[src/rtl/pulse_train_monitor.sv]
// Pulse-train monitor: synchronizes one async line and measures
// high width and rise-to-rise period in clk cycles.
module pulse_train_monitor #(
  parameter int CNT_W       = 16,
  parameter int SYNC_STAGES = 2,
  parameter int TIMEOUT     = 1000
) (
  input  logic             clk,
  input  logic             rst,
  input  logic             en,
  input  logic             pulse_in,
  output logic [CNT_W-1:0] width,
  output logic [CNT_W-1:0] period,
  output logic             meas_valid,
  output logic [CNT_W-1:0] pulse_cnt,
  output logic             timeout,
  output logic             sat
);

  typedef enum logic [1:0] {
    IDLE, ARM, HIGH, LOW
  } state_t;

  localparam logic [CNT_W-1:0] ONE  = CNT_W'(1);
  localparam logic [CNT_W-1:0] TO_V = CNT_W'(TIMEOUT);
  // A TIMEOUT beyond the counter range can never be reached
  localparam bit TO_EN = (TIMEOUT > 0) &&
    (longint'(TIMEOUT) < (longint'(1) << CNT_W));

  state_t                 state_q;
  logic [SYNC_STAGES-1:0] sync_q;
  logic                   in_d_q;
  logic [CNT_W-1:0]       hcnt_q;
  logic [CNT_W-1:0]       pcnt_q;
  logic [CNT_W-1:0]       width_q;
  logic [CNT_W-1:0]       period_q;
  logic [CNT_W-1:0]       pcnt_o_q;
  logic                   mv_q;
  logic                   to_q;
  logic                   sat_q;

  logic             in_s;
  logic             rise;
  logic             fall;
  logic             h_max;
  logic             p_max;
  logic             to_hit;
  logic [CNT_W-1:0] h_inc;
  logic [CNT_W-1:0] p_inc;

  assign in_s   = sync_q[SYNC_STAGES-1];
  assign rise   = in_s & ~in_d_q;
  assign fall   = ~in_s & in_d_q;
  assign h_max  = &hcnt_q;
  assign p_max  = &pcnt_q;
  assign h_inc  = h_max ? hcnt_q : hcnt_q + ONE;
  assign p_inc  = p_max ? pcnt_q : pcnt_q + ONE;
  assign to_hit = TO_EN && (pcnt_q == TO_V);

  always_ff @(posedge clk or posedge rst) begin
    if (rst) begin
      sync_q <= '0;
      in_d_q <= 1'b0;
    end else begin
      sync_q <= {sync_q[SYNC_STAGES-2:0], pulse_in};
      in_d_q <= in_s;
    end
  end

  always_ff @(posedge clk or posedge rst) begin
    if (rst) begin
      state_q  <= IDLE;
      hcnt_q   <= '0;
      pcnt_q   <= '0;
      width_q  <= '0;
      period_q <= '0;
      pcnt_o_q <= '0;
      mv_q     <= 1'b0;
      to_q     <= 1'b0;
      sat_q    <= 1'b0;
    end else begin
      mv_q <= 1'b0;
      if (!en) begin
        state_q  <= IDLE;
        hcnt_q   <= '0;
        pcnt_q   <= '0;
        pcnt_o_q <= '0;
        to_q     <= 1'b0;
        sat_q    <= 1'b0;
      end else begin
        case (state_q)
          IDLE: begin
            state_q <= ARM;
            hcnt_q  <= '0;
            pcnt_q  <= '0;
          end
          ARM: begin
            if (rise) begin
              hcnt_q  <= ONE;
              pcnt_q  <= ONE;
              state_q <= HIGH;
            end else if (to_hit) begin
              to_q   <= 1'b1;
              hcnt_q <= '0;
              pcnt_q <= '0;
            end else begin
              pcnt_q <= p_inc;
              if (p_max) sat_q <= 1'b1;
            end
          end
          HIGH: begin
            if (to_hit) begin
              to_q    <= 1'b1;
              hcnt_q  <= '0;
              pcnt_q  <= '0;
              state_q <= ARM;
            end else begin
              pcnt_q <= p_inc;
              if (p_max) sat_q <= 1'b1;
              if (fall) begin
                state_q <= LOW;
              end else begin
                hcnt_q <= h_inc;
                if (h_max) sat_q <= 1'b1;
              end
            end
          end
          LOW: begin
            if (rise) begin
              width_q  <= hcnt_q;
              period_q <= pcnt_q;
              mv_q     <= 1'b1;
              pcnt_o_q <= pcnt_o_q + ONE;
              hcnt_q   <= ONE;
              pcnt_q   <= ONE;
              state_q  <= HIGH;
            end else if (to_hit) begin
              to_q    <= 1'b1;
              hcnt_q  <= '0;
              pcnt_q  <= '0;
              state_q <= ARM;
            end else begin
              pcnt_q <= p_inc;
              if (p_max) sat_q <= 1'b1;
            end
          end
          default: state_q <= IDLE;
        endcase
      end
    end
  end

  assign width      = width_q;
  assign period     = period_q;
  assign meas_valid = mv_q;
  assign pulse_cnt  = pcnt_o_q;
  assign timeout    = to_q;
  assign sat        = sat_q;

endmodule

[config.mk]
export PLATFORM = sky130hd
export DESIGN_NAME = pulse_train_monitor
export DESIGN_NICKNAME = d
export VERILOG_FILES = /design/src/rtl/pulse_train_monitor.sv
export SDC_FILE = /design/constraint.sdc
export NUM_CORES = 1
export LEC_CHECK = 0
export ABC_CLOCK_PERIOD_IN_PS = 2650
export CAP_MARGIN = 20
export CORE_ASPECT_RATIO = 2
export CORE_MARGIN = 5
export CORE_UTILIZATION = 50
export DETAILED_ROUTE_END_ITERATION = 8
export PLACE_DENSITY = 0.88
export SYNTH_ARGS = -nofsm -noshare
export SYNTH_HDL_FRONTEND = slang
export SYNTH_SLANG_ARGS = --single-unit
[constraint.sdc]
create_clock -name clk -period 2.65 [get_ports clk]
set_input_delay 0.53 -clock clk [delete_from_list [all_inputs] [get_ports clk]]
set_output_delay 0.53 -clock clk [all_outputs]
set_load 0.05 [all_outputs]
==> impl_metrics.py, run 1 <==
metrics = {
    "yosys": {
        "synth_cell_types": 47,
        "synth_edf_count": 0,
        "ys_ff_latch": 88,
        "synth.most_common_cell": "dfrtp_1",
        "synth_warnings": 0,
        "ys_seq_area_share_pct": 52.2,
        "netlist_area_sq_um": 4220,
        "syn_avg_cell_area_sq_um": 10.7,
        "synth_ff_type": "dfrtp_1",
        "synthArstFlopShare_pct": 100,
        "syn_inst": 394,
        "yosysTopAreaCellShare_pct": 52.2,
        "syn-num-nets": 402,
        "synth_common_cells": "dfrtp_1 (88), nand2_1 (31), mux2_2 (28), nand3_1 (26), nor2_1 (25)",
        "synth.largest_area_cell": "dfrtp_1",
        "synth_area_leaders": "dfrtp_1 (52%), mux2_2 (7.5%), xnor2_1 (3.9%)",
    },
    "timing": {
        "fmaxAchievable_mhz": 401,
        "hold_viol": 0,
        "period_share_pct": 94.2,
        "worst_slack_ns": 0.154,
        "skew_ns": 0.00788,
        "setup_viol": 0,
        "rsz0062_at_grt": "false",
        "worst_slew_pin_slew_ns": 0.513,
        "maxSlewViolCount": 0,
        "tns_ns": 0,
        "fin_crit_ns": 2.50,
        "slew-limit-headroom_pct": 65.7,
    },
    "die": {
        "initial_core_util_pct": 50.9,
        "fp.dieH_um": 140,
        "die_area_sq_um": 10500,
        "io_pins": 55,
        "num_rows": 47,
        "core_sq_um": 8290,
        "fp.dieW_um": 74.9,
    },
    "cts": {
        "cts_setup_buffers": 0,
        "cts.path.max_buffers": 2,
        "insertion_delay_ns": 0.34,
        "root_buffer": "clkbuf_16",
        "hold_buffers": 0,
        "cts_buffers": 9,
        "clkTransAtPathRegs_ns": 0.06,
        "numClockSinks": 88,
        "ctsHtreeMaxLevel": 3,
        "cts_tree": "built",
    },
    "setup_path": {
        "critPathMaxFanout": 6,
        "rr_worst_depth": 7,
        "end_kind": "flop",
        "crit_chain": "inv_1 -> ha_1 -> or4bb_4 -> or4_4 -> a2111oi_4 -> xnor2_1 -> nor2_2",
        "cp-start-kind": "flop",
        "max_stage_delay_ns": 0.57,
        "crit_cells": 7,
        "crit_type": "reg -> reg",
        "path_buf_inv": 1,
        "cpLargestDelayFamily": "simple AND/OR/NAND/NOR gates",
        "cp.arrival_ns": 2.71,
        "crit_path_top_delay_cell": "or4_4",
        "cp.required_ns": 2.87,
    },
    "power_and_ir_drop": {
        "leakage_nw": 2.25,
        "power_density_nw_per_um2": 500,
        "irDropWorstVdd_v": 0.000429,
    },
    "drt": {
        "wirelength_um": 9850,
        "num_vias": 3343,
        "routedWlPerCell_um": 17.5,
        "drtPass1Iterations": 4,
        "ant_nets": 0,
        "drtIter0Drc": 196,
        "vias_per_cell": 5.94,
        "drc": 0,
    },
    "layout": {
        "fin_nets": 469,
        "nFillCells": 649,
        "multi_input_area_sq_um": 1920,
        "regArea_sq_um": 2200,
        "syn2layout_area_growth_pct": 24.5,
        "antenna_cells": 0,
        "final_cells": 563,
        "layout-drive-gt1-share_pct": 15.3,
    },
    "grt": {
        "grt_pass1_wl_um": 16600,
        "antenna_found_initial": 0,
        "grt_pass1_vias": 3453,
        "grt_util_all_layers_pct": 20.5,
        "grtUsageMet3_pct": 3.37,
        "grt_overflow": 0,
        "gr-max-usage-layer": "met2",
        "use_met2_pct": 36.8,
        "grt_max_degree": 54,
        "met1_usage_pct": 21.9,
    },
    "placed_design": {
        "dp_slack_ns": 0.0659,
        "dp_cells": 548,
        "io_buffers": 54,
        "hpwl_um": 7210,
        "place_congestion": 0.914,
    },
    "outcome": {
        "outcome": "finished clean",
    },
    "worst_hold_path": {
        "holdPathStages": 0,
        "hp-class": "reg -> reg",
    },
    "job": {
        "maxCapViolations": 0,
    },
}
## worst paths after layout
path                                     start                        end  slack, ns
min                        sync_q[0]$_DFF_PP0_        sync_q[1]$_DFF_PP0_       0.35
min reg2reg                sync_q[0]$_DFF_PP0_        sync_q[1]$_DFF_PP0_       0.35
max                        pcnt_q[0]$_DFF_PP0_     hcnt_q[14]$_DFFE_PP0P_       0.15
max reg2reg                pcnt_q[0]$_DFF_PP0_     hcnt_q[14]$_DFFE_PP0P_       0.15
max in group asynchronous                  rst  pulse_cnt[13]$_DFFE_PP0P_       1.54
min in group asynchronous                  rst      period[4]$_DFFE_PP0P_       0.52
## kinds of logic after synthesis
group           count (synthesis)  share of synthesized area, %
buf+inv                        24                          2.40
fa+ha+maj                       4                          1.19
xor+xnor                       25                          5.19
flops                          88                          52.2
simple gates                  172                          22.8
compound gates                 52                          8.54
mux                            29                          7.71
## where the power goes
group          total (mW)  internal [mW]  switching [mW]
clock network        1.13          0.654           0.478
logic               0.126         0.0408          0.0850
registers            1.37           1.35          0.0138
total                2.62           2.05           0.576
## flip-flops by register name, indices dropped and copies added, names as in the netlist
signal      count
meas_valid      1
pulse_cnt      16
period         16
state_q         2
sat             1
hcnt_q         16
pcnt_q         16
width          16
in_d_q          1
timeout         1
sync_q          2
## through the flow
stage / util [%] / instance area [sq um] / hold WS, ns / total power [mW]
2_1_floorplan: - / 4220 / 0.331 / 1.47
3_3_place_gp: 60.1 / 4980 / 0.337 / 1.51
3_5_place_dp: 60.1 / 4980 / 0.341 / 1.52
4_1_cts: 63.3 / 5250 / 0.354 / 2.66
5_1_grt: 63.3 / 5250 / 0.363 / 2.73
6_report: 63.3 / 5250 / 0.350 / 2.62
## timing repair
item | 4_1_cts | 5_1_grt
endpoints found under the setup margin | 0 | 22
endpoints found under the hold margin | 0 | 0
gates resized for setup | 0 | 1
## per-layer routing
layer	vias up	part of all wire, %
li1	1556	-
met1	1653	35
met2	97	58
met3	37	3.9
met4	0	3.3
met5	-	0
## layout by cell type (no fill, tap or decap), types with 3 or more instances in the layout
cell	Yosys	routed
and2_1	12	12
a31oi_1	3	3
a21oi_1	9	9
clkbuf_16	0	9
inv_1	9	8
nor2b_1	4	4
nand2_1	31	31
nand3_1	26	26
nor4_1	5	5
o211ai_1	6	6
nand4_1	13	13
xnor2_1	19	19
buf_12	0	3
clkdlybuf4s50_1	0	54
or4_1	6	6
buf_4	0	14
nor3_1	9	9
dfrtp_1	88	88
and4_1	6	6
a21boi_0	3	3
or3_1	9	9
nor2_1	25	25
xor2_1	6	6
o31ai_1	3	3
and3_1	9	9
mux2_2	28	28
o21ai_0	19	19
ha_1	4	4
## worst reg2reg max path, cell delays in order (launching register included)
cell and delay [ns]:
dfrtp_1 0.44, inv_1 0.15, ha_1 0.17, or4bb_4 0.49, or4_4 0.57, a2111oi_4 0.34, xnor2_1 0.18, nor2_2 0.05
## final cells by class
class                      instances  share of cell area, %
tap                               98                   2.34
inverter                           9                  0.715
clock inverter                     3                  0.357
multi-input combinational        282                   36.5
sequential                        88                   41.9
timing repair buffer              71                   13.4
clock buffer                      12                   4.69
Note: power is estimated with default switching activity, not from simulation.
==> inputs of run 2 (changes only) <==
GPL_TIMING_DRIVEN = 0   (was not set)
==> run 2 against run 1 <==
Against the previous run:
- global-route usage increased by 0.16 points
- hold slack got worse by 0.0029 ns
- routed wire length increased by 2.5%
- core utilization about the same
- via count increased by 1.6%
- worst setup slack got worse by 0.080 ns
- non-clock buffer count unchanged
- combinational power about the same
- critical path type unchanged
- critical endpoint is now pcnt_q[13]$_DFF_PP0_
==> impl_metrics.py, run 2 (synthesis gave the netlist of run 1 again) <==
metrics = {
    "outcome": {
        "outcome": "finished clean",
    },
    "cts": {
        "numClockSinks": 88,
        "insertion_delay_ns": 0.34,
        "root_buffer": "clkbuf_16",
        "ctsHtreeMaxLevel": 3,
        "hold_buffers": 0,
        "cts_tree": "built",
        "clkTransAtPathRegs_ns": 0.06,
        "cts_buffers": 9,
        "cts.path.max_buffers": 2,
    },
    "layout": {
        "nFillCells": 623,
        "layout-drive-gt1-share_pct": 14.4,
        "regArea_sq_um": 2200,
        "layout_common_cells": "dfrtp_1 (87), clkdlybuf4s50_1 (53), nand2_1 (31), mux2_2 (28), nand3_1 (26)",
        "antenna_cells": 0,
        "final_cells": 564,
        "syn2layout_area_growth_pct": 24.4,
        "multi_input_area_sq_um": 1910,
        "final_common_cell": "dfrtp_1",
        "fin_nets": 469,
        "final_util_pct": 63.3,
    },
    "drt": {
        "routedWlPerCell_um": 17.9,
        "wirelength_um": 10100,
        "drtIter0Drc": 189,
        "drtPass1Iterations": 5,
        "num_vias": 3396,
        "ant_nets": 0,
        "vias_per_cell": 6.02,
        "drc": 0,
    },
    "power_and_ir_drop": {
        "p_clk_share_pct": 46.9,
        "sw_frac_of_total_pct": 22.5,
        "irDropWorstVdd_v": 0.000621,
        "power_density_nw_per_um2": 536,
        "leakage_nw": 2.22,
        "comb_power_share_pct": 4.5,
        "p_switching_mw": 0.632,
        "total_power_mw": 2.81,
        "seqPwrFrac_pct": 48.6,
        "internal_power_mw": 2.18,
    },
    "placed_design": {
        "io_buffers": 53,
        "hpwl_um": 7360,
        "dp_cells": 547,
        "dp_slack_ns": 0.00703,
        "place_congestion": 0.946,
    },
    "grt": {
        "grt_max_degree": 45,
        "grt_util_all_layers_pct": 20.6,
        "grt_pass1_vias": 3444,
        "antenna_found_initial": 0,
        "grt_pass1_wl_um": 16700,
        "grt_overflow": 0,
    },
    "timing": {
        "rsz0062_at_grt": "true",
        "worst_slack_ns": 0.0737,
        "worst_slew_pin_slew_ns": 0.887,
        "setup_viol": 0,
        "period_share_pct": 97.2,
        "skew_ns": 0.00761,
        "fin_crit_ns": 2.58,
        "maxSlewViolCount": 0,
        "hold_viol": 0,
        "tns_ns": 0,
        "fmaxAchievable_mhz": 388,
        "slew-limit-headroom_pct": 40.3,
    },
    "job": {
        "maxCapViolations": 0,
    },
    "setup_path": {
        "cp-start-kind": "flop",
        "critPathMaxFanout": 10,
        "cp.required_ns": 2.87,
        "crit_type": "reg -> reg",
        "end_kind": "flop",
        "cp.arrival_ns": 2.80,
    },
    "die": {
        "fp.dieW_um": 74.9,
        "io_pins": 55,
        "fp.dieH_um": 140,
        "die_area_sq_um": 10500,
        "core_sq_um": 8290,
        "initial_core_util_pct": 50.9,
        "num_rows": 47,
    },
    "worst_hold_path": {
        "hp-class": "reg -> reg",
    },
}
-- run 2: changes by cell type in the layout (fill, tap and decap cells not counted), sizes merged --
cell / before / now
inv: 8 / 10
clkinv: 3 / 0
clkinvlp: 1 / 3
clkbuf: 12 / 21
buf: 17 / 8
clkdlybuf4s50: 54 / 53
bufinv: 0 / 1
-- run 2: worst paths after layout --
| kind | startpoint | to | slack [ns] | depth (start not counted) |
|---|---|---|---|---|
| worst max register to register | pcnt_q[1]$_DFF_PP0_ | pcnt_q[13]$_DFF_PP0_ | 0.07 | 9 |
| max in group asynchronous | rst | hcnt_q[7]$_DFFE_PP0P_ | 1.34 | 4 |
| worst min-delay path | sync_q[0]$_DFF_PP0_ | sync_q[1]$_DFF_PP0_ | 0.35 | 0 |
| worst min register to register | sync_q[0]$_DFF_PP0_ | sync_q[1]$_DFF_PP0_ | 0.35 | 0 |
| min in group asynchronous | rst | pulse_cnt[6]$_DFFE_PP0P_ | 0.55 | 2 |
| worst max-delay path | pcnt_q[1]$_DFF_PP0_ | pcnt_q[13]$_DFF_PP0_ | 0.07 | 9 |
-- run 2: layout make-up --
cell class | count | share of cell area [%]
buffer | 15 | 1.43
inverter | 9 | 0.715
clock inverter | 5 | 1.19
clock buffer | 11 | 4.82
multi-input combinational | 282 | 36.5
sequential | 88 | 42.0
tap | 98 | 2.34
timing repair buffer | 56 | 11.0
-- run 2: power by group through the flow --
stage	registers, mW	logic, mW	clock network (mW)
final	1.37	0.127	1.32
after global routing	1.37	0.142	1.40
after CTS	1.36	0.127	1.33
after detailed placement	1.39	0.126	0
after global placement	1.39	0.115	0
after floorplan	1.40	0.0722	0
-- run 2: metrics by stage --
step,instance area (sq um),hold WS [ns]
6_report,5250,0.347
5_1_grt,5250,0.362
4_1_cts,5230,0.350
3_5_place_dp,4910,0.336
3_3_place_gp,4870,0.338
2_1_floorplan,4220,0.331
-- run 2: repair_timing --
item | in CTS | in global routing
gates resized for setup | 1 | 8
pin swaps | 0 | 1
setup buffers | 0 | 1
setup endpoints to repair | 1 | 28
-- run 2: routing by layer --
metal,global-route usage [%],part of all wire (%),vias up
met4,10.3,4.3,0
met5,0,0,-
met1,22.8,36,1658
met2,36.1,55,133
met3,3.95,4.5,46
li1,-,-,1559
-- run 2: critical path: stages (launching register included) --
cell      delay (ns)
dfrtp_2         0.45
inv_1           0.12
ha_1            0.15
or4bb_4         0.48
or4_4           0.50
buf_6           0.16
nand2b_1        0.06
buf_2           0.20
buf_4           0.23
nor3_1          0.09
